## src/rtl/sdram_pattern_tester_if.sv

```systemverilog
// Request/response port between the pattern tester and the SDRAM controller.
// The tester drives requests (master); the controller accepts and returns read data (slave).
interface sdram_pattern_tester_if #(
    parameter int ADDR_W = 25,
    parameter int DATA_W = 16
);
    logic              cmd_valid;
    logic              cmd_write;
    logic [ADDR_W-1:0] cmd_addr;
    logic [DATA_W-1:0] cmd_wdata;
    logic              cmd_ready;
    logic              rd_valid;
    logic [DATA_W-1:0] rd_data;

    modport master (
        output cmd_valid, cmd_write, cmd_addr, cmd_wdata,
        input  cmd_ready, rd_valid, rd_data
    );

    modport slave (
        input  cmd_valid, cmd_write, cmd_addr, cmd_wdata,
        output cmd_ready, rd_valid, rd_data
    );
endinterface

```

## src/rtl/sdram_pattern_tester.sv

```systemverilog
// Self-running SDRAM write/read-back sequencer with hardware compare, error capture
// and a manual single-step dump mode for board displays.
module sdram_pattern_tester #(
    parameter int ADDR_W     = 25,
    parameter int DATA_W     = 16,
    parameter int START_ADDR = 0,
    parameter int END_ADDR   = 1023,
    parameter int ERR_W      = 16
) (
    input  logic                  Clk,
    input  logic                  Reset,
    input  logic                  start,
    input  logic                  abort,
    input  logic [1:0]            mode,
    input  logic                  step,
    sdram_pattern_tester_if.master ctrl,
    output logic                  busy,
    output logic                  done,
    output logic                  pass,
    output logic [ERR_W-1:0]      err_count,
    output logic [ADDR_W-1:0]     first_err_addr,
    output logic [DATA_W-1:0]     first_err_data,
    output logic [ADDR_W-1:0]     cur_addr,
    output logic [DATA_W-1:0]     last_rdata
);

    localparam logic [ADDR_W-1:0] FIRST = ADDR_W'(START_ADDR);
    localparam logic [ADDR_W-1:0] LAST  = ADDR_W'(END_ADDR);

    localparam logic [1:0] M_INCR = 2'd0;
    localparam logic [1:0] M_WALK = 2'd1;
    localparam logic [1:0] M_INV  = 2'd2;
    localparam logic [1:0] M_DUMP = 2'd3;

    typedef enum logic [2:0] {
        S_IDLE,
        S_WR_REQ,
        S_RD_REQ,
        S_RD_WAIT,
        S_DONE,
        S_DUMP_IDLE,
        S_DUMP_WAIT
    } state_t;

    state_t            state;
    logic [1:0]        run_mode;
    logic [ADDR_W-1:0] next_addr;

    // Address is truncated or zero-extended to the data width before INCR/INV.
    function automatic logic [DATA_W-1:0] pattern(input logic [1:0] m,
                                                  input logic [ADDR_W-1:0] a);
        logic [ADDR_W-1:0] bit_idx;
        bit_idx = a % ADDR_W'(DATA_W);
        case (m)
            M_WALK:  pattern = DATA_W'(1) << bit_idx;
            M_INV:   pattern = ~(DATA_W'(a));
            default: pattern = DATA_W'(a);
        endcase
    endfunction

    assign next_addr = cur_addr + ADDR_W'(1);
    assign busy      = (state != S_IDLE) && (state != S_DONE);
    assign pass      = done && (err_count == '0);

    always_ff @(posedge Clk) begin
        if (Reset) begin
            state          <= S_IDLE;
            run_mode       <= M_INCR;
            ctrl.cmd_valid <= 1'b0;
            ctrl.cmd_write <= 1'b0;
            ctrl.cmd_addr  <= '0;
            ctrl.cmd_wdata <= '0;
            done           <= 1'b0;
            err_count      <= '0;
            first_err_addr <= '0;
            first_err_data <= '0;
            cur_addr       <= FIRST;
            last_rdata     <= '0;
        end else if (abort) begin
            // Withdraw any pending request; the controller tolerates this.
            state          <= S_IDLE;
            ctrl.cmd_valid <= 1'b0;
            done           <= 1'b0;
        end else begin
            case (state)
                S_IDLE, S_DONE: begin
                    if (start) begin
                        run_mode       <= mode;
                        err_count      <= '0;
                        first_err_addr <= '0;
                        first_err_data <= '0;
                        done           <= 1'b0;
                        cur_addr       <= FIRST;
                        ctrl.cmd_addr  <= FIRST;
                        if (mode == M_DUMP) begin
                            state <= S_DUMP_IDLE;
                        end else begin
                            state          <= S_WR_REQ;
                            ctrl.cmd_valid <= 1'b1;
                            ctrl.cmd_write <= 1'b1;
                            ctrl.cmd_wdata <= pattern(mode, FIRST);
                        end
                    end
                end

                S_WR_REQ: begin
                    if (ctrl.cmd_ready) begin
                        if (cur_addr == LAST) begin
                            cur_addr       <= FIRST;
                            ctrl.cmd_addr  <= FIRST;
                            ctrl.cmd_write <= 1'b0;
                            state          <= S_RD_REQ;
                        end else begin
                            cur_addr       <= next_addr;
                            ctrl.cmd_addr  <= next_addr;
                            ctrl.cmd_wdata <= pattern(run_mode, next_addr);
                        end
                    end
                end

                S_RD_REQ: begin
                    if (ctrl.cmd_ready) begin
                        ctrl.cmd_valid <= 1'b0;
                        state          <= S_RD_WAIT;
                    end
                end

                S_RD_WAIT: begin
                    if (ctrl.rd_valid) begin
                        last_rdata <= ctrl.rd_data;
                        if (ctrl.rd_data != pattern(run_mode, cur_addr)) begin
                            if (err_count != '1)
                                err_count <= err_count + ERR_W'(1);
                            // A zero count means no mismatch yet in this run.
                            if (err_count == '0) begin
                                first_err_addr <= cur_addr;
                                first_err_data <= ctrl.rd_data;
                            end
                        end
                        if (cur_addr == LAST) begin
                            done  <= 1'b1;
                            state <= S_DONE;
                        end else begin
                            cur_addr       <= next_addr;
                            ctrl.cmd_addr  <= next_addr;
                            ctrl.cmd_valid <= 1'b1;
                            state          <= S_RD_REQ;
                        end
                    end
                end

                S_DUMP_IDLE: begin
                    if (step) begin
                        ctrl.cmd_valid <= 1'b1;
                        ctrl.cmd_write <= 1'b0;
                        ctrl.cmd_addr  <= cur_addr;
                        state          <= S_DUMP_WAIT;
                    end
                end

                S_DUMP_WAIT: begin
                    // Request phase first, then wait for the single read response.
                    if (ctrl.cmd_valid) begin
                        if (ctrl.cmd_ready)
                            ctrl.cmd_valid <= 1'b0;
                    end else if (ctrl.rd_valid) begin
                        last_rdata <= ctrl.rd_data;
                        cur_addr   <= (cur_addr == LAST) ? FIRST : next_addr;
                        state      <= S_DUMP_IDLE;
                    end
                end

                default: begin
                    state          <= S_IDLE;
                    ctrl.cmd_valid <= 1'b0;
                end
            endcase
        end
    end

endmodule
```

## src/flat_wrapper.sv

```systemverilog
// flat-port wrapper written by rule: the top's interface ports become plain ports
module sdram_pattern_tester_flat 
#(
    parameter int ADDR_W     = 25,
    parameter int DATA_W     = 16,
    parameter int START_ADDR = 0,
    parameter int END_ADDR   = 1023,
    parameter int ERR_W      = 16
)
  (Clk, Reset, start, abort, mode, step, busy, done, pass, err_count, first_err_addr, first_err_data, cur_addr, last_rdata, ctrl_cmd_valid, ctrl_cmd_write, ctrl_cmd_addr, ctrl_cmd_wdata, ctrl_cmd_ready, ctrl_rd_valid, ctrl_rd_data);
  sdram_pattern_tester_if #(.ADDR_W(ADDR_W), .DATA_W(DATA_W)) ctrl_i ();
  input  logic Clk;
  input  logic Reset;
  input  logic start;
  input  logic abort;
  input  logic [1:0] mode;
  input  logic step;
  output logic busy;
  output logic done;
  output logic pass;
  output logic [ERR_W-1:0] err_count;
  output logic [ADDR_W-1:0] first_err_addr;
  output logic [DATA_W-1:0] first_err_data;
  output logic [ADDR_W-1:0] cur_addr;
  output logic [DATA_W-1:0] last_rdata;
  output wire logic [$bits(ctrl_i.cmd_valid)-1:0] ctrl_cmd_valid;
  output wire logic [$bits(ctrl_i.cmd_write)-1:0] ctrl_cmd_write;
  output wire logic [$bits(ctrl_i.cmd_addr)-1:0] ctrl_cmd_addr;
  output wire logic [$bits(ctrl_i.cmd_wdata)-1:0] ctrl_cmd_wdata;
  input wire logic [$bits(ctrl_i.cmd_ready)-1:0] ctrl_cmd_ready;
  input wire logic [$bits(ctrl_i.rd_valid)-1:0] ctrl_rd_valid;
  input wire logic [$bits(ctrl_i.rd_data)-1:0] ctrl_rd_data;
  assign ctrl_cmd_valid = ctrl_i.cmd_valid;
  assign ctrl_cmd_write = ctrl_i.cmd_write;
  assign ctrl_cmd_addr = ctrl_i.cmd_addr;
  assign ctrl_cmd_wdata = ctrl_i.cmd_wdata;
  assign ctrl_i.cmd_ready = ctrl_cmd_ready;
  assign ctrl_i.rd_valid = ctrl_rd_valid;
  assign ctrl_i.rd_data = ctrl_rd_data;
  sdram_pattern_tester #(.ADDR_W(ADDR_W), .DATA_W(DATA_W), .START_ADDR(START_ADDR), .END_ADDR(END_ADDR), .ERR_W(ERR_W)) u_core (.Clk(Clk), .Reset(Reset), .start(start), .abort(abort), .mode(mode), .step(step), .ctrl(ctrl_i), .busy(busy), .done(done), .pass(pass), .err_count(err_count), .first_err_addr(first_err_addr), .first_err_data(first_err_data), .cur_addr(cur_addr), .last_rdata(last_rdata));
endmodule
```

## config.mk

```make
export PLATFORM = sky130hd
export DESIGN_NAME = sdram_pattern_tester_flat
export DESIGN_NICKNAME = d
export VERILOG_FILES = /design/src/rtl/sdram_pattern_tester_if.sv /design/src/rtl/sdram_pattern_tester.sv /design/src/flat_wrapper.sv
export SDC_FILE = /design/constraint.sdc
export NUM_CORES = 1
export LEC_CHECK = 0
export ABC_AREA = 0
export BUFFER_PORTS_ARGS = -buffer_cell sky130_fd_sc_hd__buf_2
export CAP_MARGIN = 20
export CORE_MARGIN = 3
export CORE_UTILIZATION = 45
export DETAILED_ROUTE_END_ITERATION = 7
export PLACE_DENSITY_LB_ADDON = 0.12
export SYNTH_ARGS = -nofsm -noshare
export SYNTH_HDL_FRONTEND = slang
export SYNTH_SLANG_ARGS = --single-unit
```

## constraint.sdc

```tcl
create_clock -name Clk -period 3.43 [get_ports Clk]
set_input_delay 0.5145 -clock Clk [delete_from_list [all_inputs] [get_ports Clk]]
set_output_delay 0.5145 -clock Clk [all_outputs]
set_load 0.02 [all_outputs]
```

# [After elaboration in Yosys (flattened, before gate mapping)]
# Index checks and enable logic that the tools add are counted.
[totals] output_inout_bits=144 register_bits=147
[op_classes] add_sub_neg=2 mux=66 eq_ne=30 reduce_logical=24 n_shift=2 n_bitwise=4
[op_table] cell="$mux 25" n=11
[op_table] cell="$mux 16" n=17
[op_table] cell="$pmux 16 s2" n=7
[op_table] cell="$pmux 25 s4" n=2
[op_table] cell="$pmux 25 s2" n=1
[op_table] cell="$not 16->16" n=2
[op_table] cell="$shl 1x4->16 const A" n=2
[op_table] cell="$mux 3" n=10
[op_table] cell="$add 25x1->25 const B" n=1
[op_table] cell="$eq 25x10->1 const B" n=1
[op_table] cell="$reduce_and 7->1" n=3
[op_table] cell="$ne 2x2->1 const B" n=10
[op_table] cell="$pmux 3 s6" n=1
[op_table] cell="$reduce_and 6->1" n=3
[op_table] cell="$add 16x1->16 const B" n=1
[op_table] cell="$logic_not 16->1" n=1
[op_table] cell="$ne 16x16->1" n=1
[op_table] cell="$ne 16x16->1 const B" n=1
[op_table] cell="$reduce_and 8->1" n=2
[op_table] cell="$mux 1" n=14
[op_table] cell="$ne 2x1->1 const B" n=5
[op_table] cell="$eq 3x3->1 const B" n=3
[op_table] cell="$reduce_bool 4->1" n=2
[op_table] cell="$eq 2x2->1 const B" n=3
[op_table] cell="other kinds (15)" n=24

# [Logic depth before layout (Yosys ltp)]
[logic_depth] ltp_word=10 depth_mapped=14 mapped_depth_nobuf=10

# [Least setup slack after synthesis]
# Ideal clock, no wire load.
[synth_path] kind="register to register" from="reg u_core.cur_addr[1]" to="reg u_core.err_count[10]" synth_period_minus_slack_ns=2.959 path_stages_with_launch=14 setup_slack_ns=0.471 path_buffers=3 t_required_ns=3.314 arrival_ns=2.844 cell_sequence="dfxtp_1 clkbuf_1 inv_1 ha_1 nand2_2 o32a_1 a2111oi_2 a41oi_1 nor4_4 a21o_1 buf_4 buf_6 nor4_1 a31o_1"
[synth_via] elab_chain_len=9 word_cells_on_any_way=10 classes_between="eq/ne: 2; shift: 1; mux: 5; bitwise: 1; reduce/logical: 1"
[synth_rtl] item="start, declared" line_no="sdram_pattern_tester.sv:23" rtl="output logic [ADDR_W-1:0] cur_addr,"
[synth_rtl] item="start signal, assigned" line_no="sdram_pattern_tester.sv:114" rtl="cur_addr <= next_addr;"
[synth_rtl] item="start signal, assigned" line_no="sdram_pattern_tester.sv:144" rtl="cur_addr <= next_addr;"
[synth_rtl] item="start signal, assigned" line_no="sdram_pattern_tester.sv:168" rtl="cur_addr <= (cur_addr == LAST) ? FIRST : next_addr;"
[synth_rtl] item="$shl 1x4->16 / $not 16->16 (equally long branches)" line_no="sdram_pattern_tester.sv:55, sdram_pattern_tester.sv:56"
[synth_rtl] item="$pmux 16 s2 *" line_no="sdram_pattern_tester.sv:54" rtl="case (m)"
[synth_rtl] item="$mux 16 *" line_no="sdram_pattern_tester.sv:129" rtl="if (ctrl.rd_valid) begin"
[synth_rtl] item="$mux 16 *" line_no="sdram_pattern_tester.sv:85" rtl="case (state)"
[synth_rtl] item="$mux 16 *" line_no="sdram_pattern_tester.sv:79" rtl="end else if (abort) begin"
[synth_rtl] item="$mux 16 *" line_no="sdram_pattern_tester.sv:66" rtl="if (Reset) begin"
[synth_rtl] item="$ne 16x16->1 *" line_no="sdram_pattern_tester.sv:131" rtl="if (ctrl.rd_data != pattern(run_mode, cur_addr)) begin"
[synth_rtl] item="$ne 2x1->1 (no line) *"
[synth_rtl] item="$reduce_and 6->1 (no line) *"
[synth_rtl] item="end signal, assigned" line_no="sdram_pattern_tester.sv:133" rtl="err_count <= err_count + ERR_W'(1);"
[synth_rtl] item="end, declared" line_no="sdram_pattern_tester.sv:20" rtl="output logic [ERR_W-1:0] err_count,"
# Every way passes the cells marked *; elsewhere a longest branch is shown, timed or not. The select of a mux whose other input is x is not followed.
# A chain may end at the register's enable or synchronous reset.

# [Worst setup path in the final report]
[layout_path] from="reg u_core.run_mode[0]" to="reg u_core.err_count[4]"
[layout_via] elab_chain_len=9 word_cells_on_any_way=10 classes_between="eq/ne: 4; mux: 5; reduce/logical: 1"
[layout_rtl] item="start, declared" line_no="sdram_pattern_tester.sv:46" rtl="logic [1:0] run_mode;"
[layout_rtl] item="start signal, assigned" line_no="sdram_pattern_tester.sv:88" rtl="run_mode <= mode;"
[layout_rtl] item="$eq 2x2->1 / $eq 2x1->1 (equally long branches)" line_no="sdram_pattern_tester.sv:54"
[layout_rtl] item="$pmux 16 s2 *" line_no="sdram_pattern_tester.sv:54"
[layout_rtl] item="$mux 16 *" line_no="sdram_pattern_tester.sv:129"
[layout_rtl] item="$mux 16 *" line_no="sdram_pattern_tester.sv:85"
[layout_rtl] item="$mux 16 *" line_no="sdram_pattern_tester.sv:79"
[layout_rtl] item="$mux 16 *" line_no="sdram_pattern_tester.sv:66"
[layout_rtl] item="$ne 16x16->1 *" line_no="sdram_pattern_tester.sv:131"
[layout_rtl] item="$ne 2x1->1 (no line) *"
[layout_rtl] item="$reduce_and 6->1 (no line) *"
# Marks and branches as above.

==> summary.md <==
| Metric | Value |
|---|---|
| Initial Util | `46.6%` |
| Hold endpoint | `u_core.done$_SDFFE_PP0P_` |
| Cells after synthesis | `1056` |
| PnR worst setup slack | `between 200 and 300 ps` |
| Critical path type | `reg -> reg` |
| Full die area | `0.0199 sq mm` |
| Gr usage total | `28.1%` |
| Top_reg_cell synth | `dfxtp_1` |
| Final instance area | `0.00997 sq mm` |
| Compound-Gate Fraction of Synth Area | `23.3%` |
| Post-synth EDFFs | `0` |
| Tightest Hold Check Type | `in -> reg` |
| Hold path cells | `2` |
| Vias in the first global route | `8198` |
| Hold_sp | `start` |
| Num Clock Sinks | `147` |
| Post-synth ARST share | `0%` |
| Detailed Routing Iterations Pass 1 | `5` |
| Static Leak | `between 0.003 and 0.004 uW` |
| Startpoint Class | `flop` |
| Adder-cell share of the synthesized area | `1.83%` |
| TritonCTS clock tree | `yes` |
| Drt total wl | `28.1 mm` |
| Nets@finish | `1240` |
| Net count after synthesis | `1093` |
| H-tree Lvls | `4` |
| Post-route clock skew | `~9 ps` |
| Simple logic cell fraction of the synthesized area | `26.4%` |
| Xor and xnor area share after synthesis | `3.20%` |
| Layout cells sized above 1 | `around 23%` |
| FF-to-FF setup slack | `approximately 260 ps` |
| GR Util met1 | `a little over a third` |
| Number of vias per cell | `5.90` |
| Seq pwr share | `a little over two fifths` |
| Final ANT Viol Nets | `0` |
| Gpl congestion | `0.918` |
| Clock slew seen by the registers of the worst setup and hold paths | `70 ps` |
| Sw power | `1090 uW` |
| P&R area growth vs syn | `21.5%` |
| Total global routing overflow | `0` |
| First-pass GRT wire length | `44.7 mm` |
| Ys Warns | `0` |
| WP data required | `between 3000 and 4000 ps` |
| Die Ht | `141 um` |
| Post-Synthesis Cell Area | `0.00820 sq mm` |
| Netlist cell types | `a little under 80` |
| Ports | `about 170` |
| Core Footprint | `0.0176 sq mm` |
| Final Critical Period | `3170 ps` |
| Pwr Density | `413 mW/mm^2` |
| Largest fanout on the critical path | `12` |
| Critical Path End Type | `flop` |
| Setup WS pre-CTS | `between 200 and 250 ps` |
| Max VDD drop | `~350 uV` |
| Sw Share | `26.4%` |
| 1st-iter DRT viols | `867` |
| Initial antenna violation count | `0` |
| CTS Hold Buffers Added | `0` |
| Max Cap Viol | `0` |
| Gate power share | `9.5%` |
| Reg-to-Reg Start | `u_core.run_mode[0]$_SDFFE_PP0P_` |
| Clock Tree Buf Depth | `2` |
| RSZ-0062 raised after global routing | `no` |
| Period utilisation layout | `92.6%` |
| Fmax | `between 300 and 400 MHz` |
| Avg Inst Size Synth | `7.77 sq um` |
| Largest net degree at the start of global routing | `74` |
| Post-synthesis sequential area ratio | `35.9%` |
| Status | `complete, no violations` |
| Final Max Tran Viols | `0` |
| Top Usage Layer GRT | `met2` |
| Design Power | `approximately 4100 uW` |
| Fin util | `56.6%` |
| Main combinational cell family by area after synthesis | `simple AND/OR/NAND/NOR gates` |
| I/O Buffers | `168` |
| Detailed placement HPWL | `19.9 mm` |
| Pint | `3030 uW` |
| Mux cell area share after synthesis | `about 2.7%` |
| Via total after detailed routing | `8499` |
| Critical path arrival | `between 3000 and 4000 ps` |
| Met3 global-route usage | `between 6 and 7%` |
| DRC | `0` |
| Max_slew headroom | `38.0%` |
| Least-Margin Pin Slew | `927 ps` |
| DP Area | `0.00935 sq mm` |
| Fin Setup TNS | `0 ps` |
| Reg-to-Reg End | `u_core.err_count[4]$_SDFFE_PP0P_` |
| Clock power share | `around half` |
| #FFs+latches synth | `roughly 150` |
| Root Driver | `clkbuf_16` |
| Die W | `141 um` |
| GRT met2 Usage | `46.2%` |
| Rows | `48` |
| Routed WL per cell | `19.5 um` |
| R2R depth | `10` |
| Clk_lat worst skew | `440 ps` |
| Setup-failing EPs final | `0` |
| Final hold vios | `0` |
| TritonCTS buffer count | `17` |
| Antenna cells | `0` |
cells by family (layout without fill, tap and decap cells):
kind of cell               Yosys count  count (layout)
AOI/OAI and AO/OA                  296             296
xor gates and xnor gates            30              30
adders and majority gates           12              12
buffers and inverters              125             285
DFF                                147             147
muxes                               22              22
and+or+nand+nor                    424             424
layout make-up:
cell class                 instances  area [sq um]
fill                            1709          7630
tap                              225           282
sequential                       147          2940
multi-input combinational        784          4730
timing repair buffer             224          1290
clock inverter                    14           175
inverter                          29           109
clock buffer                      18           439
metal layers:
| metal | up-vias | wire, um |
|---|---|---|
| met4 | 0 | 595 |
| met1 | 3994 | 12200 |
| met3 | 47 | 2230 |
| met5 | - | 0 |
| li1 | 4098 | - |
| met2 | 360 | 13100 |
timing repair:
item	in CTS	in global routing
setup buffers	0	0
gates resized for setup	0	2
hold endpoints to repair	0	0
setup endpoints to repair	0	48
cell usage after synthesis (16+ instances only):
master | instances | area [sq um]
buf_2 | 16 | 80.1
dfxtp_1 | 147 | 2940
nor3_1 | 32 | 160
nand3_1 | 64 | 320
a21oi_1 | 115 | 576
inv_1 | 27 | 101
clkbuf_1 | 67 | 251
nand2_1 | 75 | 282
nand2b_1 | 51 | 319
nor2_1 | 106 | 398
xnor2_1 | 23 | 201
and3_1 | 19 | 119
mux2i_1 | 22 | 220
o21ai_0 | 52 | 260
state kept, by name (all words and copies together) (netlist names):
register / cells
u_core.first_err_data: 16
u_core.ctrl.cmd_valid: 1
u_core.ctrl.cmd_write: 1
u_core.state: 3
u_core.done: 1
u_core.ctrl.cmd_addr: 25
u_core.first_err_addr: 25
u_core.run_mode: 2
u_core.err_count: 16
u_core.ctrl.cmd_wdata: 16
u_core.cur_addr: 25
u_core.last_rdata: 16
how the worst max path moves through the flow:
stage / slack (ps) / end / cells past startpoint / startpoint
after floorplan: 470 / u_core.err_count[10]$_SDFFE_PP0P_ / 13 / u_core.cur_addr[1]$_SDFFE_PP0P_
after global placement: 230 / u_core.err_count[4]$_SDFFE_PP0P_ / 10 / u_core.run_mode[1]$_SDFFE_PP0P_
after detailed placement: 210 / u_core.err_count[4]$_SDFFE_PP0P_ / 10 / u_core.run_mode[1]$_SDFFE_PP0P_
after CTS: 180 / u_core.err_count[15]$_SDFFE_PP0P_ / 10 / u_core.run_mode[1]$_SDFFE_PP0P_
after global routing: 40 / u_core.first_err_addr[0]$_SDFFE_PP0P_ / 11 / u_core.run_mode[0]$_SDFFE_PP0P_
final: 260 / u_core.err_count[4]$_SDFFE_PP0P_ / 10 / u_core.run_mode[0]$_SDFFE_PP0P_
power by group through the flow:
stage	clock, uW	combinational (uW)	sequential [uW]
3_5_place_dp	0	386	1770
6_report	2000	392	1730
3_3_place_gp	0	386	1760
4_1_cts	2020	388	1730
2_1_floorplan	0	247	1780
5_1_grt	2100	430	1730
critical path: stages, from the launching register on:
cell	delay, ps
dfxtp_1	350
inv_1	50
ha_1	460
xor2_1	200
a221oi_1	350
nand4_1	150
a2111oi_0	360
and4bb_1	370
a21o_1	160
or2_1	400
o221a_2	270
placed cells by master (no fill, tap or decap), drive strengths merged, types with 10 or more instances in the layout:
master  netlist  layout
buf          29     224
dfxtp       147     147
a21oi       116     116
nor2        106     106
nand2        77      77
nand3        64      64
o21ai        54      54
nand2b       51      51
nor3         34      34
inv          28      33
xnor2        23      23
mux2i        22      22
and3         19      19
clkbuf       67      18
nor4         15      15
nand4        12      12
nand3b       12      12
o22ai        12      12
ha           12      12
a22oi        10      10
a31oi        10      10
stage by stage:
step	hold WS (ps)	std cells
finish	340	1441
global route	353	1441
CTS	331	1441
detailed placement	449	1409
global placement	447	1409
floorplan	470	1056
Power figures use the tool's default switching activity.
